## src/rtl/dmi_mux.sv

```systemverilog
// dmi_mux: shares one core-side DMI port among NumChannels DMI masters, on one clock.
// Latency: request push to core_dmi_valid_o is 1 cycle minimum; response path is 0 cycles (1 with DMI_MUX_RESP_REG_EN).
// Backpressure: per-channel request FIFOs refuse pushes when full; issue stalls while MaxOutstanding responses are pending.
//
// Optional feature macro: DMI_MUX_RESP_REG_EN (one-entry response register after the route decode).
//
// Ports:
//   clk_i, rst_i                         core clock, synchronous active-high reset
//   mst_req_i / _valid_i / _ready_o      per-channel DMI request (ReqWidth = $bits(dm::dmi_req_t))
//   mst_resp_o / _valid_o / _ready_i     per-channel DMI response (RespWidth = $bits(dm::dmi_resp_t))
//   core_dmi_req_o / _valid_o / _ready_i arbitrated request towards dm_top
//   core_dmi_resp_i / _valid_i / _ready_o response from dm_top
//   unexp_resp_o                         pulse: response seen with nothing outstanding (dropped)

// Generic synchronous FIFO. Full/empty come from the registered count, so a
// full FIFO refuses a push even if it is popped in the same cycle.
module dmi_mux_fifo #(
  parameter int Width = 8,
  parameter int Depth = 4
) (
  input  logic             clk_i,
  input  logic             rst_i,
  input  logic             push_i,
  input  logic [Width-1:0] dat_i,
  input  logic             pop_i,
  output logic [Width-1:0] dat_o,
  output logic             full_o,
  output logic             empty_o
);
  localparam int PtrW = (Depth > 1) ? $clog2(Depth) : 1;
  localparam int CntW = $clog2(Depth + 1);
  localparam logic [PtrW-1:0] LastPtr = PtrW'(Depth - 1);
  localparam logic [CntW-1:0] FullCnt = CntW'(Depth);

  logic [Width-1:0] mem_q [Depth];
  logic [Width-1:0] mem_d [Depth];
  logic [PtrW-1:0]  wptr_q, wptr_d, rptr_q, rptr_d;
  logic [CntW-1:0]  cnt_q, cnt_d;
  logic             do_push, do_pop;

  assign full_o  = (cnt_q == FullCnt);
  assign empty_o = (cnt_q == '0);
  assign do_push = push_i & ~full_o;
  assign do_pop  = pop_i & ~empty_o;
  assign dat_o   = mem_q[rptr_q];

  always_comb begin
    mem_d  = mem_q;
    wptr_d = wptr_q;
    rptr_d = rptr_q;
    cnt_d  = cnt_q;
    if (do_push) begin
      mem_d[wptr_q] = dat_i;
      wptr_d = (wptr_q == LastPtr) ? '0 : wptr_q + 1'b1;
    end
    if (do_pop) begin
      rptr_d = (rptr_q == LastPtr) ? '0 : rptr_q + 1'b1;
    end
    case ({do_push, do_pop})
      2'b10:   cnt_d = cnt_q + 1'b1;
      2'b01:   cnt_d = cnt_q - 1'b1;
      default: cnt_d = cnt_q;
    endcase
  end

  always_ff @(posedge clk_i) begin
    if (rst_i) begin
      wptr_q <= '0;
      rptr_q <= '0;
      cnt_q  <= '0;
    end else begin
      wptr_q <= wptr_d;
      rptr_q <= rptr_d;
      cnt_q  <= cnt_d;
    end
  end

  // Storage needs no reset: entries are only read while the count covers them.
  always_ff @(posedge clk_i) begin
    mem_q <= mem_d;
  end
endmodule

module dmi_mux #(
  parameter int NumChannels    = 2,
  parameter int ReqDepth       = 4,
  parameter int MaxOutstanding = 4,
  parameter int ReqWidth       = 41,
  parameter int RespWidth      = 34
) (
  input  logic                                  clk_i,
  input  logic                                  rst_i,
  input  logic [NumChannels-1:0][ReqWidth-1:0]  mst_req_i,
  input  logic [NumChannels-1:0]                mst_req_valid_i,
  output logic [NumChannels-1:0]                mst_req_ready_o,
  output logic [NumChannels-1:0][RespWidth-1:0] mst_resp_o,
  output logic [NumChannels-1:0]                mst_resp_valid_o,
  input  logic [NumChannels-1:0]                mst_resp_ready_i,
  output logic [ReqWidth-1:0]                   core_dmi_req_o,
  output logic                                  core_dmi_valid_o,
  input  logic                                  core_dmi_ready_i,
  input  logic [RespWidth-1:0]                  core_dmi_resp_i,
  input  logic                                  core_dmi_valid_i,
  output logic                                  core_dmi_ready_o,
  output logic                                  unexp_resp_o
);
  localparam int IdxW = (NumChannels > 1) ? $clog2(NumChannels) : 1;
  localparam logic [IdxW-1:0] LastIdx = IdxW'(NumChannels - 1);

  logic [NumChannels-1:0][ReqWidth-1:0] head_dat;
  logic [NumChannels-1:0] fifo_full, fifo_empty, fifo_pop, cand;

  logic [IdxW-1:0] rr_ptr_q, rr_ptr_d;
  logic [IdxW-1:0] lock_idx_q, lock_idx_d;
  logic            lock_q, lock_d;
  logic [IdxW-1:0] rr_pick, rr_idx, grant;
  logic            pick_found, issue;

  logic [IdxW-1:0] route_head;
  logic            route_full, route_empty, route_pop;

  // ---------------- per-channel request FIFOs ----------------
  for (genvar c = 0; c < NumChannels; c++) begin : g_req_fifo
    dmi_mux_fifo #(.Width(ReqWidth), .Depth(ReqDepth)) u_req_fifo (
      .clk_i   (clk_i),
      .rst_i   (rst_i),
      .push_i  (mst_req_valid_i[c]),
      .dat_i   (mst_req_i[c]),
      .pop_i   (fifo_pop[c]),
      .dat_o   (head_dat[c]),
      .full_o  (fifo_full[c]),
      .empty_o (fifo_empty[c])
    );
  end

  assign mst_req_ready_o = ~fifo_full;
  assign cand            = ~fifo_empty;

  // ---------------- round-robin arbiter ----------------
  function automatic logic [IdxW-1:0] wrap_idx(logic [IdxW-1:0] base, int off);
    int s;
    s = int'(base) + off;
    if (s >= NumChannels) s = s - NumChannels;
    return IdxW'(s);
  endfunction

  always_comb begin
    rr_pick    = rr_ptr_q;
    rr_idx     = rr_ptr_q;
    pick_found = 1'b0;
    for (int i = 0; i < NumChannels; i++) begin
      rr_idx = wrap_idx(rr_ptr_q, i);
      if (!pick_found && cand[rr_idx]) begin
        pick_found = 1'b1;
        rr_pick    = rr_idx;
      end
    end
  end

  // A stalled offer keeps its channel even if an earlier-in-order candidate appears.
  assign grant            = lock_q ? lock_idx_q : rr_pick;
  // Only registered state feeds valid: no path from ready or master valid.
  assign core_dmi_valid_o = (|cand) & ~route_full;
  assign core_dmi_req_o   = head_dat[grant];
  assign issue            = core_dmi_valid_o & core_dmi_ready_i;

  always_comb begin
    rr_ptr_d   = rr_ptr_q;
    lock_d     = lock_q;
    lock_idx_d = lock_idx_q;
    if (issue) begin
      rr_ptr_d = (grant == LastIdx) ? '0 : grant + 1'b1;
      lock_d   = 1'b0;
    end else if (core_dmi_valid_o) begin
      lock_d     = 1'b1;
      lock_idx_d = grant;
    end
  end

  always_comb begin
    fifo_pop = '0;
    for (int c = 0; c < NumChannels; c++) begin
      fifo_pop[c] = issue && (grant == IdxW'(c));
    end
  end

  always_ff @(posedge clk_i) begin
    if (rst_i) begin
      rr_ptr_q   <= '0;
      lock_q     <= 1'b0;
      lock_idx_q <= '0;
    end else begin
      rr_ptr_q   <= rr_ptr_d;
      lock_q     <= lock_d;
      lock_idx_q <= lock_idx_d;
    end
  end

  // ---------------- route FIFO: issuing channel per outstanding request ----------------
  dmi_mux_fifo #(.Width(IdxW), .Depth(MaxOutstanding)) u_route_fifo (
    .clk_i   (clk_i),
    .rst_i   (rst_i),
    .push_i  (issue),
    .dat_i   (grant),
    .pop_i   (route_pop),
    .dat_o   (route_head),
    .full_o  (route_full),
    .empty_o (route_empty)
  );

  // Responses with nothing outstanding are accepted and dropped.
  assign unexp_resp_o = core_dmi_valid_i & route_empty;
  assign route_pop    = core_dmi_valid_i & core_dmi_ready_o & ~route_empty;

`ifdef DMI_MUX_RESP_REG_EN
  logic                 resp_vld_q, resp_vld_d;
  logic [IdxW-1:0]      resp_ch_q, resp_ch_d;
  logic [RespWidth-1:0] resp_dat_q, resp_dat_d;
  logic                 resp_drain;

  assign resp_drain = resp_vld_q & mst_resp_ready_i[resp_ch_q];

  always_comb begin
    core_dmi_ready_o = core_dmi_valid_i;
    if (!route_empty) begin
      core_dmi_ready_o = ~resp_vld_q | resp_drain;
    end
  end

  always_comb begin
    resp_vld_d = resp_vld_q;
    resp_ch_d  = resp_ch_q;
    resp_dat_d = resp_dat_q;
    if (route_pop) begin
      resp_vld_d = 1'b1;
      resp_ch_d  = route_head;
      resp_dat_d = core_dmi_resp_i;
    end else if (resp_drain) begin
      resp_vld_d = 1'b0;
    end
  end

  always_ff @(posedge clk_i) begin
    if (rst_i) begin
      resp_vld_q <= 1'b0;
      resp_ch_q  <= '0;
      resp_dat_q <= '0;
    end else begin
      resp_vld_q <= resp_vld_d;
      resp_ch_q  <= resp_ch_d;
      resp_dat_q <= resp_dat_d;
    end
  end

  always_comb begin
    mst_resp_valid_o = '0;
    for (int c = 0; c < NumChannels; c++) begin
      mst_resp_o[c] = resp_dat_q;
    end
    mst_resp_valid_o[resp_ch_q] = resp_vld_q;
  end
`else
  // Combinational return path: data fans out to every channel, only valid is steered.
  always_comb begin
    mst_resp_valid_o = '0;
    core_dmi_ready_o = core_dmi_valid_i;
    for (int c = 0; c < NumChannels; c++) begin
      mst_resp_o[c] = core_dmi_resp_i;
    end
    if (!route_empty) begin
      mst_resp_valid_o[route_head] = core_dmi_valid_i;
      core_dmi_ready_o             = mst_resp_ready_i[route_head];
    end
  end
`endif
endmodule

```

## config.mk

```make
export PLATFORM = sky130hd
export DESIGN_NAME = dmi_mux
export DESIGN_NICKNAME = d
export VERILOG_FILES = /design/src/rtl/dmi_mux.sv
export SDC_FILE = /design/constraint.sdc
export NUM_CORES = 1
export LEC_CHECK = 0
export BUFFER_PORTS_ARGS = -buffer_cell sky130_fd_sc_hd__buf_2
export CORE_MARGIN = 2
export CORE_UTILIZATION = 45
export CTS_BUF_LIST = sky130_fd_sc_hd__clkbuf_4 sky130_fd_sc_hd__clkbuf_8
export CTS_CLUSTER_SIZE = 25
export DETAILED_ROUTE_END_ITERATION = 6
export PLACE_DENSITY = 0.66
export SLEW_MARGIN = 10
export SYNTH_ARGS = -nofsm -noshare
export SYNTH_HDL_FRONTEND = slang
export SYNTH_SLANG_ARGS = --single-unit
export TNS_END_PERCENT = 1
```

## constraint.sdc

```tcl
create_clock -name clk_i -period 5.56 [get_ports clk_i]
set_input_delay 1.112 -clock clk_i [delete_from_list [all_inputs] [get_ports clk_i]]
set_output_delay 1.112 -clock clk_i [all_outputs]
set_load 0.1 [all_outputs]
```

* Word-level counts from Yosys, hierarchy flattened
Index checks and enable logic that the tools add are counted.
Word-level totals: register bits 356, input port bits 124, output and inout port bits 116, logic and storage cells 162
Cells by class: add/subtract/negate cells 16, magnitude comparators 16, eq/ne operators 15, mux-type cells 46, bitwise gates (word level) 28, reduce and logical (&&, ||, !) cells 17
Operator list (count):
- bitwise mux 164 bit | 2
- two-way mux 41 bit | 8
- binary-select mux 41 bit (select 2 bit) | 2
- demux 41 bit (select 2 bit) | 2
- equality test 2 bit (second input constant) | 9
- greater-or-equal comparator 3 bit (second input constant) | 6
- two-way mux 1 bit | 18
- NOT 2 -> 3 bit | 6
- one-hot mux 3 bit (2 select lines) | 3
- two-way mux 2 bit | 7
- adder 2 x 1 -> 2 bit (second input constant) | 6
- bitwise AND 1 bit | 11
- adder 3 x 1 -> 3 bit (second input constant) | 3
- equality test 3 bit (second input constant) | 3
- zero test 3 bit | 3
- less-than comparator 3 x 1 -> 1 bit (second input constant) | 3
- subtractor 3 x 1 -> 3 bit (second input constant) | 3
- less-than comparator 1 x 2 -> 1 bit (second input constant) | 4
- NOT 1 bit | 8
- logical AND 1 bit | 7
- equality test 2 x 1 -> 1 bit (second input constant) | 3
- nonzero test 2 bit | 3
- bitwise mux 4 bit | 1
- NOT 2 bit | 2
- other kinds (13) | 15

* Logic depth before layout (Yosys ltp)
depth in word-level cells 14, gate-level depth with buffers 11, mapped depth without buffers 11

* Hierarchy
A second synthesis with hierarchy kept.
Second synthesis, totals: cells, all modules 986, area total of the unflattened synthesis 16017.9 um^2
By module, submodules not included:
- dmi_mux_fifo at g_req_fifo[0].u_req_fifo ... | times used 2, cells an instance 267, area an instance 6358.6 um^2, seq. area each 5064.9 um^2
- dmi_mux | times used 1, cells an instance 397, area an instance 2688.8 um^2, seq. area each 60.1 um^2
- dmi_mux_fifo at u_route_fifo | times used 1, cells an instance 55, area an instance 611.8 um^2, seq. area each 260.2 um^2

* Worst setup path before layout
OpenSTA, ideal clock, no wires.
path kind input -> output, from input mst_resp_ready_i[1], to output core_dmi_ready_o, arrival 2703 ps, data required time 4448 ps, path slack 1745 ps, cell stages on the path 2, path buffers 0, path through mux2i_1 -> a21oi_1
On the way: cells in the longest elaborated chain, start to end 3
Ends and longest elaborated chain:
- start, declared | RTL line 98 | input logic [NumChannels-1:0] mst_resp_ready_i,
- two-way mux 1 bit (implied by the code) (2 in series) | RTL line 272 | core_dmi_ready_o = mst_resp_ready_i[route_head];
- two-way mux 1 bit | RTL line 270 | if (!route_empty) begin
- end, declared | RTL line 104 | output logic core_dmi_ready_o,
Every way passes these cells. The select of a mux whose other input is x is not followed.

* Worst setup path after layout
from register g_req_fifo[0].u_req_fifo.cnt_q[0], to output core_dmi_req_o[1]
On the way: cells in the longest elaborated chain, start to end 11, elaborated cells on any way between the ends 14, classes of those cells 10 x mux; 1 x bitwise; 3 x reduce/logical
Ends and longest elaborated chain:
- start, declared | RTL line 38 | logic [CntW-1:0] cnt_q, cnt_d;
- start signal, assigned | RTL line 74 | cnt_q <= cnt_d;
- zero test 3 bit * | RTL line 42 | assign empty_o = (cnt_q == '0);
- NOT 2 bit * | RTL line 137 | assign cand = ~fifo_empty;
- two-way mux 1 bit (implied by the code) (2 in series) | RTL line 153 | if (!pick_found && cand[rr_idx]) begin
- two-way mux 1 bit | RTL line 153
- zero test 1 bit | RTL line 153
- logical AND 1 bit | RTL line 153
- two-way mux 1 bit * | RTL line 153
- two-way mux 1 bit * | RTL line 161 | assign grant = lock_q ? lock_idx_q : rr_pick;
- two-way mux 41 bit (implied by the code) * (2 in series) | RTL line 164 | assign core_dmi_req_o = head_dat[grant];
- end, declared | RTL line 99 | output logic [ReqWidth-1:0] core_dmi_req_o,
Mark *: on every way between the ends. The rest lies on a longest branch, timed or not. The select of a mux whose other input is x is not followed.

==> flow_metrics.tcl <==
set metrics [dict create \
    core_um2 31600 \
    relSlewSlack_pct 36.3 \
    synth_cell_types 36 \
    r2r-start "g_req_fifo[1].u_req_fifo.cnt_q[2]" \
    route.detailed.drc 0 \
    wl_per_cell_um 21.7 \
    worstMarginPinSlew_ns 0.955 \
    first_iter_violations 367 \
    areaGrowthSynthToFinish_pct 11.9 \
    drt-total-wl_um 27800 \
    required_ns 4.45 \
    cp_slowest_cell "inv_4" \
    ys_seq_area_share_pct 72.4 \
    worstPathMaxFanout 46 \
    final-hold-violation-count 0 \
    setup_ws_ns 1.43 \
    cp_num_cells 6 \
    globalplace.congestion 0.697 \
    cts-root-buf "clkbuf_8" \
    routed-via-count 6801 \
    fin_crit_sh_pct 74.2 \
    grt_pass1_vias 7149 \
    drt_pre_antenna_iters 5 \
    regArea_um2 10500 \
    reg2reg_depth 11 \
    hold_path.class "reg -> reg" \
    crit_path_start "g_req_fifo[0].u_req_fifo.cnt_q[0]" \
    critical_path_class "reg -> out" \
    finalSetupViolations 0 \
    cts_resized 0 \
    grt_max_degree 47 \
    yosys_warnings 0 \
    hold_buffers 0 \
    timing.fmax_ghz 0.242 \
    synth-edff-count 332 \
    regToRegSetupSlack_ns 2.42 \
    start_util_pct 45.7 \
    dp_cells 1177 \
    arrival_ns 3.02 \
    async_flop_share_pct 0 \
    cts_tree "yes" \
    drive_gt1_share_pct 39.1 \
    ant_nets 0 \
    num_io_pins 240 \
    crit_family "buffers and inverters" \
    fin_crit_ns 4.13 \
    synth-seq-cells 356 \
    path_clk_slew_ns 0.06 \
    drv_slew 0 \
    clkSinkCount 356 \
    syn_nets 867 \
    cts_buffers 57 \
    tns_ns 0 \
    critPathBufInv 2 \
    fin_nets 979 \
    cts_buffer_depth 3 \
    die-width_um 183 \
    whs_ns 0.493 \
    start_kind "flip-flop" \
    avgSynthCellArea_um2 20.0 \
    path_cells "nor3_2 -> a211oi_2 -> or2_4 -> inv_4 -> mux2_1 -> buf_2" \
    maxCapViolCount 0 \
    end_kind "output pin" \
    dieHeight_um 183 \
    h-tree-depth 2 \
    clkLatencyLatePin_ns 0.58 \
    cts_setup_buffers 0 \
    grt_pass1_wl_um 41300 \
    syn_area_um2 14400 \
    post-place-ws_ns 1.98 \
    antenna_found_initial 5 \
    rsz0062_at_grt "false" \
    crit_path_max_incr_delay_ns 0.58 \
    viasPerCell 5.32 \
    grt-ovfl-total 0 \
    grt_usage_pct 16.7 \
    status "complete, no violations" \
    netlist_instances 722 \
    multiInputGateArea_um2 3260 \
    stdcell_count 1278 \
    die-area_um2 33500 \
    endpoint "core_dmi_req_o[1]" \
    row_count 65 \
    synth_ff_type "edfxtp_1" \
    clock-skew-final_ns 0.00998 \
    hpwl_um 16200 \
    io_buffers 137 \
    r2r_end "g_req_fifo[0].u_req_fifo.cnt_q[2]" \
    fillers 2533 \
]
-- area by class of cell --
class | count | share of cell area (%)
multi-input cells | 252 | 20.2
well taps | 402 | 3.12
repair buffers | 148 | 4.76
diodes | 4 | 0.0620
clock buffers | 79 | 5.96
flip-flops and latches | 356 | 64.8
inverters | 19 | 0.465
clock inverters | 18 | 0.636
-- worst reg2reg max path, delay by kind of cell (launching register included) --
kind                     cells  cell delay, ns
AO/OA/AOI/OAI                2            0.39
XOR/XNOR                     1            0.16
adder cells (fa/ha/maj)      2            0.60
buffers and inverters        2            0.33
flip-flops                   1            0.33
AND/OR/NAND/NOR              4            1.26
-- layer usage --
metal	share of wire [%]	vias up	routed length, um	track usage, %
met2	48	189	13200	26.6
met3	7.3	107	2030	4.61
met1	41	3458	11300	21.0
met5	0.097	-	27	0
li1	-	3043	-	-
met4	4.4	4	1210	8.83
-- sequential cells by signal (all words and copies together) (netlist names) --
name / flops
u_route_fifo.mem_q: 4
g_req_fifo.u_req_fifo.mem_q: 328
u_route_fifo.cnt_q: 3
u_route_fifo.wptr_q: 2
lock_idx_q: 1
g_req_fifo.u_req_fifo.rptr_q: 4
lock_q: 1
u_route_fifo.rptr_q: 2
rr_ptr_q: 1
g_req_fifo.u_req_fifo.cnt_q: 6
g_req_fifo.u_req_fifo.wptr_q: 4
-- worst min path at each step --
| stage | from | to | slack (ns) | depth (start not counted) |
|---|---|---|---|---|
| 5_1_grt | g_req_fifo[0].u_req_fifo.wptr_q[0] | g_req_fifo[0].u_req_fifo.wptr_q[0] | 0.53 | 2 |
| 4_1_cts | rr_ptr_q | rr_ptr_q | 0.49 | 2 |
| 2_1_floorplan | rr_ptr_q | rr_ptr_q | 0.46 | 2 |
| 6_report | rr_ptr_q | rr_ptr_q | 0.49 | 2 |
| 3_3_place_gp | rr_ptr_q | rr_ptr_q | 0.47 | 2 |
| 3_5_place_dp | rr_ptr_q | rr_ptr_q | 0.48 | 2 |
-- per-stage QoR --
stage / cell area (um^2) / utilization [%]
2_1_floorplan: 14400 / -
3_3_place_gp: 15100 / 47.8
3_5_place_dp: 15100 / 47.8
4_1_cts: 16100 / 51.1
5_1_grt: 16100 / 51.1
6_report: 16100 / 51.2
-- placed cells by master, fill, tap and decap left out, drive strengths merged, types with 3 or more instances in the layout --
cell / n
edfxtp: 332
buf: 148
mux4: 83
clkbuf: 79
mux2: 44
dfxtp: 24
nor2: 18
ha: 18
inv: 18
clkinv: 17
a21oi: 16
and3: 13
nand2: 12
or3: 8
o21ai: 7
xor2: 6
nor3: 5
diode: 4
nand2b: 3
mux2i: 3
nand3: 3
nor2b: 3
fa: 3
-- synth_stat cells (3+ instances only) --
cell | number | area share, %
dfxtp_1 | 24 | 3.3
nor2b_1 | 3 | 0.13
clkbuf_1 | 15 | 0.39
nand3_1 | 3 | 0.10
buf_2 | 8 | 0.28
inv_1 | 17 | 0.44
fa_1 | 3 | 0.42
ha_1 | 18 | 1.6
and3_1 | 13 | 0.56
o21ai_0 | 7 | 0.24
nand2_1 | 12 | 0.31
xor2_1 | 6 | 0.36
nor3_1 | 3 | 0.10
or3_1 | 7 | 0.30
mux2i_1 | 3 | 0.21
mux2_1 | 40 | 3.1
nand2b_1 | 3 | 0.13
buf_4 | 68 | 3.5
nor2_1 | 18 | 0.47
mux2_2 | 4 | 0.31
mux4_2 | 83 | 13
buf_6 | 4 | 0.31
a21oi_1 | 16 | 0.55
edfxtp_1 | 332 | 69
-- cells by family (layout without fill, tap and decap cells) --
family,after synthesis,count (layout),synth area share [%]
fa+ha+maj,21,21,1.98
mux,130,130,16.6
other cells,0,4,0
flops,356,356,72.4
buf+inv,114,264,5.04
xor+xnor,6,6,0.364
simple gates,68,68,2.54
compound gates,27,27,1.06
Power is left out: the tool's default activity adds up to more than one toggle a clock period on the data nets, which glitch-free logic cannot reach.
